[config.mk]
export PLATFORM = sky130hd
export DESIGN_NAME = adder_serial
export DESIGN_NICKNAME = d
export VERILOG_FILES = /design/src/rtl/adder_pkg.sv /design/src/rtl/adder_chunk.sv /design/src/rtl/adder_serial.sv
export SDC_FILE = /design/constraint.sdc
export NUM_CORES = 1
export LEC_CHECK = 0
export ABC_AREA = 1
export CAP_MARGIN = 20
export CORE_MARGIN = 3
export CORE_UTILIZATION = 46
export CTS_CLUSTER_SIZE = 25
export DETAILED_ROUTE_END_ITERATION = 8
export PLACE_DENSITY = 0.76
export SYNTH_ARGS = -nofsm -noshare
export SYNTH_HDL_FRONTEND = slang
export SYNTH_SLANG_ARGS = --single-unit
[constraint.sdc]
create_clock -name clk -period 2 [get_ports clk]
set_input_delay 0.4 -clock clk [delete_from_list [all_inputs] [get_ports clk]]
set_output_delay 0.4 -clock clk [all_outputs]
set_load 0.05 [all_outputs]
[src/rtl/adder_pkg.sv]
// adder_pkg -- shared types and constants for the chunked serial adder.
//   state_e          : controller states IDLE / RUN / DONE
//   ADDER_WIDTH_DFLT : default operand width
//   ADDER_CHUNK_DFLT : default bits added per clock
//   full_add()       : one-bit full-adder cell, returns {carry_out, sum}
package adder_pkg;

   localparam int ADDER_WIDTH_DFLT = 16;
   localparam int ADDER_CHUNK_DFLT = 4;

   typedef enum logic [1:0] {
      IDLE = 2'd0,
      RUN  = 2'd1,
      DONE = 2'd2
   } state_e;

   function automatic logic [1:0] full_add(input logic x, input logic y, input logic ci);
      return {(x & y) | (ci & (x ^ y)), x ^ y ^ ci};
   endfunction

endpackage

[src/rtl/adder_chunk.sv]
// adder_chunk -- combinational CHUNK-bit ripple adder made of full-adder cells.
// Ports:
//   a_i, b_i [CHUNK] : operand slices
//   cin_i            : carry into bit 0
//   s_o    [CHUNK]   : sum slice
//   cout_o           : carry out of the top bit
//   cmsb_o           : carry into the top bit (for signed-overflow detection)
module adder_chunk
   import adder_pkg::*;
#(
   parameter int CHUNK = ADDER_CHUNK_DFLT
) (
   input  logic [CHUNK-1:0] a_i,
   input  logic [CHUNK-1:0] b_i,
   input  logic             cin_i,
   output logic [CHUNK-1:0] s_o,
   output logic             cout_o,
   output logic             cmsb_o
);

   logic [CHUNK:0] carry;

   always_comb begin
      carry    = '0;
      s_o      = '0;
      carry[0] = cin_i;
      for (int i = 0; i < CHUNK; i++) begin
         {carry[i+1], s_o[i]} = full_add(a_i[i], b_i[i], carry[i]);
      end
   end

   assign cout_o = carry[CHUNK];
   assign cmsb_o = carry[CHUNK-1];

endmodule

[src/rtl/adder_serial.sv]
// adder_serial -- serial adder that processes CHUNK bits per clock with a
// valid/ready handshake on both sides.
// Optional feature: define ADDER_SERIAL_SUB_EN to add the 'sub' port
// (sub=1 computes a - b as a + ~b + 1, cin ignored, cout=1 means no borrow).
// Ports:
//   clk, rst_n          : clock, asynchronous active-low reset
//   in_valid / in_ready : operand handshake (ready only in IDLE)
//   a, b [WIDTH], cin   : operands and carry in
//   sub                 : subtract select (only with ADDER_SERIAL_SUB_EN)
//   out_valid/out_ready : result handshake (valid only in DONE)
//   sum [WIDTH], cout   : result and final carry
//   ovf                 : signed overflow
//
// state | meaning
// IDLE  | ready for operands; captures a/b/cin on in_valid
// RUN   | adds one CHUNK slice per clock, N = WIDTH/CHUNK cycles
// DONE  | result valid and held until out_ready
module adder_serial
   import adder_pkg::*;
#(
   parameter int WIDTH = ADDER_WIDTH_DFLT,
   parameter int CHUNK = ADDER_CHUNK_DFLT
) (
   input  logic             clk,
   input  logic             rst_n,
   input  logic             in_valid,
   output logic             in_ready,
   input  logic [WIDTH-1:0] a,
   input  logic [WIDTH-1:0] b,
   input  logic             cin,
`ifdef ADDER_SERIAL_SUB_EN
   input  logic             sub,
`endif
   output logic             out_valid,
   input  logic             out_ready,
   output logic [WIDTH-1:0] sum,
   output logic             cout,
   output logic             ovf
);

   if (CHUNK < 1 || (WIDTH % CHUNK) != 0) begin : g_param_check
      $error("adder_serial: WIDTH (%0d) must be a nonzero multiple of CHUNK (%0d)", WIDTH, CHUNK);
   end

   localparam int N  = WIDTH / CHUNK;
   localparam int CW = (N > 1) ? $clog2(N) : 1;

   state_e           state_q, state_d;
   logic [WIDTH-1:0] a_q, a_d;
   logic [WIDTH-1:0] b_q, b_d;
   logic [WIDTH-1:0] sum_q, sum_d;
   logic             carry_q, carry_d;
   logic             ovf_q, ovf_d;
   logic [CW-1:0]    cnt_q, cnt_d;

   logic [WIDTH-1:0] b_eff;
   logic             cin_eff;
   logic [CHUNK-1:0] chunk_s;
   logic             chunk_cout;
   logic             chunk_cmsb;
   logic             last_chunk;

   // Subtraction is folded in at capture time so the datapath only ever adds.
`ifdef ADDER_SERIAL_SUB_EN
   assign b_eff   = sub ? ~b : b;
   assign cin_eff = sub ? 1'b1 : cin;
`else
   assign b_eff   = b;
   assign cin_eff = cin;
`endif

   // Operands shift right each RUN cycle, so the active slice is always bits [CHUNK-1:0].
   adder_chunk #(.CHUNK(CHUNK)) u_chunk (
      .a_i    (a_q[CHUNK-1:0]),
      .b_i    (b_q[CHUNK-1:0]),
      .cin_i  (carry_q),
      .s_o    (chunk_s),
      .cout_o (chunk_cout),
      .cmsb_o (chunk_cmsb)
   );

   assign last_chunk = (cnt_q == CW'(N - 1));

   always_ff @(posedge clk or negedge rst_n) begin
      if (!rst_n) begin
         state_q <= IDLE;
         a_q     <= '0;
         b_q     <= '0;
         sum_q   <= '0;
         carry_q <= 1'b0;
         ovf_q   <= 1'b0;
         cnt_q   <= '0;
      end else begin
         state_q <= state_d;
         a_q     <= a_d;
         b_q     <= b_d;
         sum_q   <= sum_d;
         carry_q <= carry_d;
         ovf_q   <= ovf_d;
         cnt_q   <= cnt_d;
      end
   end

   always_comb begin
      state_d = state_q;
      a_d     = a_q;
      b_d     = b_q;
      sum_d   = sum_q;
      carry_d = carry_q;
      ovf_d   = ovf_q;
      cnt_d   = cnt_q;
      unique case (state_q)
         IDLE: begin
            if (in_valid) begin
               a_d     = a;
               b_d     = b_eff;
               carry_d = cin_eff;
               cnt_d   = '0;
               state_d = RUN;
            end
         end
         RUN: begin
            a_d     = a_q >> CHUNK;
            b_d     = b_q >> CHUNK;
            // New slice enters at the top; after N cycles it has reached its final position.
            sum_d   = (sum_q >> CHUNK) | (WIDTH'(chunk_s) << (WIDTH - CHUNK));
            carry_d = chunk_cout;
            cnt_d   = cnt_q + CW'(1);
            if (last_chunk) begin
               ovf_d   = chunk_cmsb ^ chunk_cout;
               state_d = DONE;
            end
         end
         DONE: begin
            if (out_ready) begin
               state_d = IDLE;
            end
         end
         default: state_d = IDLE;
      endcase
   end

   assign in_ready  = (state_q == IDLE);
   assign out_valid = (state_q == DONE);
   assign sum       = sum_q;
   assign cout      = carry_q;
   assign ovf       = ovf_q;

endmodule

# Yosys cells after proc, flatten, opt, wreduce, memory -nomap -nowiden
# Index checks and enable logic that the tools add are counted.
# op_classes
addsub	1
n_mux	12
reduce_logical	5
n_eq_ne	6
bitwise	22
# op_table
op	n
case mux 16 bit (2 select lines)	2
two-way mux 16 bit	2
OR 12 x 16 -> 16 bit	1
bitwise XOR 1 bit	9
AND 1 bit	8
two-way mux 2 bit	4
case mux 2 bit (3 select lines)	1
equality test 2 bit (second input constant)	2
!= test 2 bit (second input constant)	2
OR 1 bit	4
case mux 2 bit (2 select lines)	1
AND reduction 2 bit	2
AND reduction 3 bit	1
adder 2 x 1 -> 2 bit (second input constant)	1
equality test 2 x 1 -> 1 bit (second input constant)	1
zero test 2 bit	1
!= test 2 x 1 -> 1 bit (second input constant)	1
case mux 1 bit (2 select lines)	1
nonzero test 2 bit	1
two-way mux 1 bit	1
# totals
out_inout_bits	20
in_bits	37
register_bits	54
elab_cells	53

# Depth between registers and ports, before layout
# logic_depth
ltp_word	10
mapped_depth	10
ltp_nobuf	10

# Hierarchy
# From an unflattened synthesis, not the netlist that was laid out.
# hier_totals
cells_unflattened	341
hier_area_um2	2665.1
# modules_own_cells
mod	n_inst	cells_each	seq_area_each_um2	area_each_um2
adder_serial	1	327	1351.3	2547.4
adder_chunk	1	14	0.0	117.6

# Least setup slack after synthesis
# OpenSTA, ideal clock, no wires.
# synth_path
path_kind	reg-to-reg
startpoint	reg carry_q, in the netlist cout
endpoint	reg sum_q[15], in the netlist sum[15]
n_path_buf	0
slack_ns	-0.366
required_ns	1.917
setup_time_ns	0.083
stages_incl_launch_ff	9
synth_period_minus_slack_ns	2.366
t_arrival_ns	2.284
cell_sequence	dfrtp_1 > inv_1 > fa_1 > inv_1 > fa_1 > fa_1 > inv_1 > fa_1 > o21ai_0
# synth_via
elab_chain_len	8
# synth_lines
item	line_no	rtl
start, declared	adder_serial.sv:52	logic carry_q, carry_d;
start signal, assigned	adder_serial.sv:98	carry_q <= carry_d;
AND 1 bit	adder_pkg.sv:18	return {(x & y) | (ci & (x ^ y)), x ^ y ^ ci};
OR 1 bit	adder_pkg.sv:18	
AND 1 bit	adder_pkg.sv:18	
OR 1 bit	adder_pkg.sv:18	
AND 1 bit	adder_pkg.sv:18	
OR 1 bit	adder_pkg.sv:18	
bitwise XOR 1 bit	adder_pkg.sv:18	
OR 12 x 16 -> 16 bit	adder_serial.sv:126	sum_d = (sum_q >> CHUNK) | (WIDTH'(chunk_s) << (WIDTH - CHUNK));
end signal, assigned	adder_serial.sv:97	sum_q <= sum_d;
end, declared	adder_serial.sv:51	logic [WIDTH-1:0] sum_q, sum_d;
# No other way between the ends.
# A chain may end at the register's enable or synchronous reset.

# Final worst setup path
# Ends and elaborated chain as after synthesis.

==> summary.txt <==
layout filler cell count: 513
total iterations of the first detailed-routing run: 4
final setup margin: -0.0465 ns
setup repair bufs after CTS: 0
min cycle time layout: 2.05 ns
post-synth top area share: 50.6%
CP endpoint kind: flip-flop
RSZ-0062 raised after global routing: yes
clock sinks: 54
Max IR drop VDD: 1.02 mV
largest cells by area after synthesis: dfrtp_1 51%, nand2_1 14%, nand3_1 11%
setup slack at placement: -0.0777 ns
synth unique cells: 21
Total GRT Usage: 18.6%
Pwr per Cell Area: 1750 mW/mm²
total number of vias: 2245
GPL Wtd Cong: 0.763
Synth Register Bits: 54
Seq/Total Area, Yosys: 50.6%
Final Hold Fails: 0
Critical-path top delay cell: dfrtp_2
Relative slew margins: 65.6%
Post-synth top cells: 100 x nand2_1, 63 x inv_1, 60 x nand3_1, 54 x dfrtp_1, 19 x o21ai_0
status: finished, violations left
CP required: 2.24 ns
post-DR vias/cell: 4.81
die width: 82.2 µm
worst-path fanout max: 2
CTS buffer count: 5
first-pass GRT wire length: 9620 µm
dominant cell type by area after synthesis: dfrtp_1
Post-synth EDFFs: 0
Syn Nets: 377
grt ovf: 0
Routed WL: 5590 µm
Syn-to-layout area delta: 29.3%
FMAX: 489 MHz
Die Y: 82.2 µm
Core Rows: 27
CTS tree: done
DIE AREA: 0.00676 mm²
core area: 0.00557 mm²
NumNets Final: 436
initial antenna violation count: 0
final slew viol count: 0
Slew @ Worst Pin: 0.516 ns
antenna cell count: 0
# IOs: 57
Final Cycle Share: 102%
failing checks: negative setup slack
most numerous cell in the Yosys netlist: nand2_1
clk_skew: 0.00975 ns
H-tree depth: 2
final setup fails: 2
worst hold-check path type: input port to async pin
leakage: 1.80 nW
Max Cap Viol: 0
DRC: 0
ys flop type: dfrtp_1
Mapped Area: 0.00267 mm²
Clock Latency Late Sink: 0.31 ns
largest net degree at the start of global routing: 35
Hold WS: 0.0528 ns
Post-DP HPWL: 3980 µm
CTS max path bufs: 2
Buffers on Ports: 56
vias in the first global route: 2194
DRT antenna net count: 0
cell with the most instances on the worst path: fa_2
fraction of layout cells with a size suffix above 1: 10.1%
Root Buffer: clkbuf_8
Syn Area/Cell: 7.97 µm²
ys async rst share: 100%
Crit path arrival time: 2.28 ns
Starting Density: 47.9%
Syn Inst Count: 335
detailed-route wire length per cell: 12.0 µm
CP peak stage delay: 0.42 ns
clock slew at reported path FFs: 0.09 ns
DRT iter0 DRCs: 79
worst path cell trace: inv_2 > fa_1 > inv_1 > fa_2 > fa_2 > inv_2 > fa_2 > o21ai_2
Hold Buf Count CTS: 0
startpoint class of the critical path: flip-flop
Crit Path Category: flip-flop to flip-flop
Yosys Warn Count: 0
-- worst max-delay path, delay by kind of cell (launching register included) --
| family | cells | cell delay [ns] |
|---|---|---|
| flip-flops | 1 | 0.42 |
| buffers and inverters | 3 | 0.18 |
| adder cells (fa/ha/maj) | 4 | 1.26 |
| AO/OA/AOI/OAI | 1 | 0.11 |
-- cell type report --
type / instances / area, µm² / area share [%]
Timing Repair Buffer: 69 / 671 / 19.4
Sequential cell: 54 / 1350 / 39.2
Clock buffer: 7 / 76.3 / 2.21
Clock inverter: 1 / 30.0 / 0.869
Multi-Input combinational cell: 200 / 995 / 28.8
Tap cell: 72 / 90.1 / 2.61
Inverter: 64 / 240 / 6.95
-- flip-flops by register name, summed over array words and instances (netlist names) --
name	cells
a_q	16
b_q	16
sum	16
cnt_q	2
state_q	2
cout	1
ovf	1
-- timing repair --
item	CTS	global route
gates resized for setup	1	2
pin swaps	3	1
endpoints found under the setup margin	3	3
-- where the power goes --
group	leakage [nW]	internal, mW	switching, mW
Clock	0.0524	0.375	0.344
Sequential	0.672	1.61	0.317
Combinational	1.08	1.24	2.14
Total	1.80	3.23	2.80
-- through the flow --
step	area, µm²	std cells	total power, mW	TNS, ns	utilization [%]
6_report	3450	467	6.03	-0.0720	62.0
2_1_floorplan	2690	335	4.35	-0.452	-
3_5_place_dp	3340	459	5.33	-0.110	59.9
5_1_grt	3450	467	6.57	-0.333	62.0
3_3_place_gp	3340	459	5.22	-0.0299	59.9
4_1_cts	3450	467	6.06	-0.102	61.8
-- kinds of logic after synthesis --
group | after synthesis | share of synthesized area (%)
AOI/OAI and AO/OA | 25 | 4.78
xor gates and xnor gates | 1 | 0.328
adders and majority gates | 5 | 3.47
buffers and inverters | 81 | 13.0
DFF | 54 | 50.6
and+or+nand+nor | 169 | 27.9
-- cells in the final DEF (no fill, tap or decap), drive strengths merged --
cell           instances
dfrtp                 54
or2                    1
a21oi                  1
xnor2                  1
nor2                   5
fa                     4
bufinv                 1
inv                   64
nand3                 60
clkdlybuf4s50         52
ha                     1
nand2                103
o21ai                 23
buf                   17
o31ai                  1
clkbuf                 7
-- final timing paths --
kind	from	end	slack (ns)	cells past startpoint
setup / recovery	cout	sum[15]	-0.05	8
hold / removal	rst_n	state_q[0]	0.05	1
setup reg to reg	cout	sum[15]	-0.05	8
hold reg to reg	cnt_q[0]	cnt_q[0]	0.49	1
max in group asynchronous	rst_n	cout	1.39	2
min in group clk	cnt_q[0]	cnt_q[0]	0.49	1
-- layer usage --
layer  GRT usage (%)  wire length, µm  vias up
li1                -                -     1136
met1            24.2             2550     1049
met2            30.8             2730       54
met3            4.56              246        6
met4            5.32               66        0
met5               0                0        -
Note: power is estimated with default switching activity, not from simulation.
